## config.mk

```make
export PLATFORM = sky130hd
export DESIGN_NAME = bitmask_scheduler
export DESIGN_NICKNAME = d
export VERILOG_FILES = /design/src/rtl/bitsched_pkg.sv /design/src/rtl/lsb_extract.sv /design/src/rtl/bitmask_scheduler.sv
export SDC_FILE = /design/constraint.sdc
export NUM_CORES = 1
export LEC_CHECK = 0
export ABC_CLOCK_PERIOD_IN_PS = 6300
export CAP_MARGIN = 20
export CORE_AREA = 3 3 75 77
export CTS_CLUSTER_DIAMETER = 120
export DETAILED_ROUTE_END_ITERATION = 12
export DIE_AREA = 0 0 78 80
export GPL_ROUTABILITY_DRIVEN = 0
export GPL_TIMING_DRIVEN = 1
export PLACE_DENSITY_LB_ADDON = 0.05
export SYNTH_ARGS = -nofsm -noshare
export SYNTH_HDL_FRONTEND = slang
export SYNTH_SLANG_ARGS = --single-unit
```

## constraint.sdc

```tcl
create_clock -name clk -period 6.3 [get_ports clk]
set_input_delay 1.575 -clock clk [delete_from_list [all_inputs] [get_ports clk]]
set_output_delay 1.575 -clock clk [all_outputs]
set_load 0.02 [all_outputs]
```

## src/rtl/bitsched_pkg.sv

```systemverilog
// Shared types and constants for the bitmask scheduler.
package bitsched_pkg;

    typedef enum logic {
        IDLE = 1'b0,
        BUSY = 1'b1
    } state_t;

    localparam int DEFAULT_WIDTH = 32;

    // Grant index width; never below one bit so single-bit masks still elaborate.
    function automatic int idx_width(input int w);
        return (w > 1) ? $clog2(w) : 1;
    endfunction

endpackage

```

## src/rtl/lsb_extract.sv

```systemverilog
// Isolates the lowest set bit of a mask, clears it, and encodes its position.
module lsb_extract
    import bitsched_pkg::*;
#(
    parameter int WIDTH = DEFAULT_WIDTH,
    parameter int IDX_W = idx_width(WIDTH)
) (
    input  logic [WIDTH-1:0] x_i,
    output logic [WIDTH-1:0] lsb_o,
    output logic [WIDTH-1:0] rest_o,
    output logic [IDX_W-1:0] idx_o
);

    assign lsb_o  = x_i & (-x_i);
    assign rest_o = x_i ^ lsb_o;

    // lsb_o is one-hot or zero, so OR-ing positions gives the exact index.
    always_comb begin
        idx_o = '0;
        for (int i = 0; i < WIDTH; i++) begin
            if (lsb_o[i]) begin
                idx_o = idx_o | IDX_W'(i);
            end
        end
    end

endmodule

```

## src/rtl/bitmask_scheduler.sv

```systemverilog
// Issues one grant per set bit of an accepted mask, lowest bit first.
// Optional grant_cnt output is enabled by defining BITSCHED_GRANT_COUNT_EN.
module bitmask_scheduler
    import bitsched_pkg::*;
#(
    parameter int WIDTH = DEFAULT_WIDTH,
    parameter int IDX_W = idx_width(WIDTH)
) (
    input  logic             clk,
    input  logic             rst,
    input  logic             flush,
    input  logic             in_valid,
    output logic             in_ready,
    input  logic [WIDTH-1:0] in_mask,
    output logic             out_valid,
    input  logic             out_ready,
    output logic [WIDTH-1:0] out_onehot,
    output logic [IDX_W-1:0] out_idx,
    output logic             out_last,
    output logic             busy
`ifdef BITSCHED_GRANT_COUNT_EN
    ,
    output logic [IDX_W:0]   grant_cnt
`endif
);

    state_t           state_q, state_d;
    logic [WIDTH-1:0] rem_q, rem_d;
    logic [WIDTH-1:0] lsb;
    logic [WIDTH-1:0] rest;
    logic [IDX_W-1:0] lsb_idx;
    logic             accept;
    logic             grant_hs;

    lsb_extract #(
        .WIDTH (WIDTH),
        .IDX_W (IDX_W)
    ) u_lsb (
        .x_i    (rem_q),
        .lsb_o  (lsb),
        .rest_o (rest),
        .idx_o  (lsb_idx)
    );

    // Valid/ready: a transfer happens on a rising edge where valid && ready;
    // valid never waits on ready, and flush blocks both sides for that cycle.
    assign busy       = (state_q == BUSY);
    assign out_valid  = busy;
    assign in_ready   = (state_q == IDLE) && !flush && !rst;
    assign out_onehot = busy ? lsb : '0;
    assign out_idx    = busy ? lsb_idx : '0;
    assign out_last   = busy && (rest == '0);
    assign accept     = in_valid && in_ready;
    assign grant_hs   = out_valid && out_ready && !flush;

    always_comb begin
        state_d = state_q;
        rem_d   = rem_q;
        if (flush) begin
            state_d = IDLE;
            rem_d   = '0;
        end else if (accept) begin
            // A zero mask is consumed without leaving IDLE.
            if (in_mask != '0) begin
                state_d = BUSY;
                rem_d   = in_mask;
            end
        end else if (grant_hs) begin
            rem_d = rest;
            if (out_last) begin
                state_d = IDLE;
            end
        end
    end

    always_ff @(posedge clk or posedge rst) begin
        if (rst) begin
            state_q <= IDLE;
            rem_q   <= '0;
        end else begin
            state_q <= state_d;
            rem_q   <= rem_d;
        end
    end

`ifdef BITSCHED_GRANT_COUNT_EN
    logic [IDX_W:0] cnt_q, cnt_d;

    // Saturates at WIDTH, the most grants a single mask can produce.
    always_comb begin
        cnt_d = cnt_q;
        if (flush || accept) begin
            cnt_d = '0;
        end else if (grant_hs && (cnt_q != (IDX_W+1)'(WIDTH))) begin
            cnt_d = cnt_q + 1'b1;
        end
    end

    always_ff @(posedge clk or posedge rst) begin
        if (rst) begin
            cnt_q <= '0;
        end else begin
            cnt_q <= cnt_d;
        end
    end

    assign grant_cnt = cnt_q;
`endif

endmodule

```

-- After elaboration in Yosys (flattened, before gate mapping)
Index checks and enable logic that the tools add are counted.
- memories: 0
- output and inout port bits: 41
- bits of input ports: 37
- latch bits: 0
- bits in registers: 33
- logic and storage cells: 76
- memory bits (read-only): 0
- memory bits (writable): 0
- shift-type cells: 0
- divide/modulo/power cells: 0
- bitwise gates (word level): 3
- equality and inequality tests: 1
- $lt $le $gt $ge: 0
- add/sub/neg operators: 1
- multipliers: 0
- reduce and logical (&&, ||, !) cells: 14
- muxes and demuxes: 55
- operator list (operator ; number):
    2-to-1 mux 32 bit ; 10
    2-to-1 mux 5 bit ; 17
    bitwise AND 32 bit ; 1
    logical NOT 32 bit ; 1
    2-to-1 mux 4 bit ; 8
    negator 32 bit ; 1
    nonzero test 32 bit ; 1
    XOR 32 bit ; 1
    2-to-1 mux 1 bit ; 14
    2-to-1 mux 3 bit ; 4
    logical AND 1 bit ; 6
    nonzero test 3 bit ; 2
    2-to-1 mux 2 bit ; 2
    inequality test 3 x 2 -> 1 bit, second input constant ; 1
    AND reduction 3 bit ; 1
    logical NOT 1 bit ; 2
    AND reduction 2 bit ; 1
    NOT 1 bit ; 1

-- Logic depth before layout (Yosys ltp)
- word-level depth: 34
- depth in mapped cells: 9
- gate-level depth less buffers: 7

-- Modules after synthesis
A second synthesis with hierarchy kept.
- cell total of the unflattened synthesis: 400
- area, all modules: 3025.4 µm²
- modules (own cells, without submodules) (module ; cells each ; instances ; seq. area each (µm²) ; area an instance (µm²)):
    bitmask_scheduler ; 217 ; 1 ; 825.8 ; 1884.3
    lsb_extract ; 183 ; 1 ; 0.0 ; 1141.1

-- Least setup slack after synthesis
No wires, ideal clock.
- path kind: register to output
- start point: register rem_q[9]
- end point: output out_last
- cell stages (with the launch flop): 8
- slack: 1.723 ns
- path buffers: 1
- data arrival time: 3.002 ns
- data required time: 4.725 ns
- cell sequence: dfrtp_1 or4_4 or4_4 buf_6 nor4_4 o22ai_1 or4_4 nor3_1
- cells in the longest elaborated chain, start to end: 5
- RTL lines (item ; line ; RTL):
    start, declared ; bitmask_scheduler.sv:28 ; logic [WIDTH-1:0] rem_q, rem_d;
    start signal, assigned ; bitmask_scheduler.sv:82 ; rem_q <= rem_d;
    negator 32 bit ; lsb_extract.sv:14 ; assign lsb_o = x_i & (-x_i);
    bitwise AND 32 bit ; lsb_extract.sv:14 ;
    XOR 32 bit (*) ; lsb_extract.sv:15 ; assign rest_o = x_i ^ lsb_o;
    logical NOT 32 bit (*) ; bitmask_scheduler.sv:52 ; assign out_last = busy && (rest == '0);
    logical AND 1 bit (*) ; bitmask_scheduler.sv:52 ;
    end, declared ; bitmask_scheduler.sv:19 ; output logic out_last,
Every way passes the cells marked *; elsewhere a longest branch is shown, timed or not.

-- Final worst setup path
- start point: register rem_q[9]
- end point: output out_idx[4]
- cells in the longest elaborated chain, start to end: 19
- RTL lines (item ; line ; RTL):
    negator 32 bit (*) ; lsb_extract.sv:14 ;
    bitwise AND 32 bit (*) ; lsb_extract.sv:14 ;
    2-to-1 mux 5 bit (15 in a row) ; lsb_extract.sv:21 ; if (lsb_o[i]) begin
    2-to-1 mux 5 bit (*) ; lsb_extract.sv:21 ;
    2-to-1 mux 5 bit (*) ; bitmask_scheduler.sv:51 ; assign out_idx = busy ? lsb_idx : '0;
    end, declared ; bitmask_scheduler.sv:18 ; output logic [IDX_W-1:0] out_idx,
Marks and branches as above.

==> results.yml <==
power_and_ir_drop:
  totalPowerFinal_mw: 0.668
  p_per_area_nw_per_um2: 195
  p_leak_nw: 1.39
  ir_drop_v: 0.000105
yosys:
  synth_top_area_cell: "dfrtp_1"
  synth.net_count: 365
  syn_avg_cell_area_sq_um: 7.80
  synth.ff_latch_count: 33
  synth_warnings: 0
  ys_top_cells_by_area: "dfrtp_1 (32%), a22o_1 (9.6%), o21ai_0 (8.0%)"
  ys_seq_area_frac: 0.323
  async_flop_share: 1.00
  ys_top_cells_by_count: "o21ai_0 (41), nor2_1 (36), dfrtp_1 (33), a22o_1 (28), nor3_1 (23)"
  synth_cell_types: 47
  synth.most_common_cell: "o21ai_0"
  synth_area_sq_um: 2560
  synth_edf_count: 0
  synth_cells: 328
  synth.top_cell.area_share: 0.323
  synth_flop_cell: "dfrtp_1"
timing:
  rsz0062_at_grt: "false"
  fmax_mhz: 178
  setup_viol: 0
  maxSlewHeadroom: 0.402
  finalMaxSlewViolations: 0
  tns_ns: 0
  hold_violations: 0
  skew_ns: 0.00340
  worst_pin_slew_ns: 0.895
  fin_crit_sh: 0.890
  period_minus_slack_ns: 5.61
setup_path:
  arrival_ns: 4.03
  path_class: "reg2out"
  cp-end-kind: "output pin"
  crit_path_start_kind: "flip-flop"
  path_max_fanout: 10
  required_ns: 4.72
global_route:
  antenna_found_initial: 0
  grtUsageTotal: 0.288
  grt-ovfl-total: 0
  first_global_vias: 2758
  grt_max_degree: 34
  grt_first_pass_wirelength_um: 14200
finish:
  diodes: 0
  final_core_util: 0.676
  fillerInstances: 444
  fin_cells: 461
  drive_above_1_share: 0.0460
  fin_nets: 428
  postLayoutCellArea_sq_um: 3430
  synthToLayoutAreaGrowth_pct: 34.1
placed_design:
  place_inst: 454
  dpl_cell_area_sq_um: 3340
  dpl.hpwl_um: 6450
  portBuffers: 77
route:
  vias: 3064
  drt_iter0_drc: 348
  drt_pass1_iterations: 5
  drc: 0
  vias_per_cell: 6.65
  drtAntennaViolNets: 0
  wl_per_cell_um: 19.3
  routed_wl_um: 8880
floorplan:
  die-area_sq_um: 6240
  rows: 26
  start_util: 0.504
  coreArea_sq_um: 5070
  die_h_um: 80
  io_pins: 78
  chipWidth_um: 78
clock_tree:
  cts.path.max_buffers: 2
  post_cts_resize_count: 0
  htreeDepth: 2
  cts_tree: "yes"
  postCtsSetupRepairBufs: 0
  insertion_delay_ns: 0.29
  cts_sinks: 33
  hold_buffers: 0
  cts_root_buffer: "clkbuf_8"
  cts_made_buffers: 5
  clkTransAtPathRegs_ns: 0.06
outcome:
  status: "complete, no violations"
run:
  maxCapViolCount: 0
worst_hold_path:
  hold_class: "reg2reg"
-- flip-flops by register name, indices dropped and copies added, names as in the netlist --
name   cells
busy       1
rem_q     32
-- power by group --
group	leakage (nW)	switching (mW)	internal (mW)	total [mW]
combinational	0.901	0.135	0.100	0.235
sequential	0.443	0.0407	0.231	0.271
clock	0.0443	0.0753	0.0866	0.162
total	1.39	0.251	0.417	0.668
-- final timing paths --
path                                       startpoint               endpoint  slack [ns]  cells after the start
worst max-delay path             rem_q[9]$_DFFE_PP0P_             out_idx[4]        0.69                      8
worst min-delay path            rem_q[29]$_DFFE_PP0P_  rem_q[29]$_DFFE_PP0P_        0.59                      1
worst max register to register   rem_q[9]$_DFFE_PP0P_       busy$_DFFE_PP0P_        2.93                      7
worst min register to register  rem_q[29]$_DFFE_PP0P_  rem_q[29]$_DFFE_PP0P_        0.59                      1
max in group asynchronous                         rst  rem_q[18]$_DFFE_PP0P_        4.27                      3
min in group asynchronous                         rst   rem_q[1]$_DFFE_PP0P_        1.72                      3
-- cells by family after synthesis --
| logic type | after synthesis | share of synthesized area |
|---|---|---|
| and+or+nand+nor | 146 | 0.312 |
| AOI/OAI and AO/OA | 110 | 0.298 |
| buffers and inverters | 37 | 0.0592 |
| DFF | 33 | 0.323 |
| adders and majority gates | 2 | 0.00783 |
-- cells in the final DEF, fill, tap and decap left out, types with 6 or more instances in the layout --
cell and n:
clkdlybuf4s50_1 77, o21ai_0 41, nor2_1 35, dfrtp_1 33, a22o_1 28, nor3_1 23, and3_1 21, nand2_1 16
nor4_1 14, inv_1 12, a21oi_1 12, nand3_1 8, clkbuf_8 6
-- final cells by class --
cell class                      instances  area (sq um)  area share
Tap cell                               70          87.6      0.0255
Multi-Input combinational cell        258          1580       0.462
Inverter                               12          45.0      0.0131
Timing Repair Buffer                   81           801       0.234
Sequential cell                        33           826       0.241
Clock buffer                            7          86.3      0.0252
-- critical path, cell delays in order, from the launching register on --
cell and delay, ns:
dfrtp_1 0.44, or4_4 0.56, nor4_2 0.74, nand3_1 0.31, nor3_1 0.55, o21a_1 0.23, nor3_1 0.05, a41oi_1 0.23
clkdlybuf4s50_1 0.64
-- routing by layer --
layer	up-vias	global-route usage	part of all wire	routed length, um
li1	1385	-	-	-
met1	1432	0.397	0.41	3630
met2	217	0.425	0.44	3920
met3	30	0.0801	0.12	1040
met4	0	0.114	0.033	295
met5	-	0	0	0
-- metrics by stage --
| step | setup slack [ns] | hold WS (ns) |
|---|---|---|
| floorplan | 1.72 | 0.527 |
| global placement | 1.28 | 0.556 |
| detailed placement | 1.09 | 0.567 |
| CTS | 0.794 | 0.581 |
| global route | 0.489 | 0.609 |
| finish | 0.692 | 0.589 |
(Power assumes the default switching activity.)
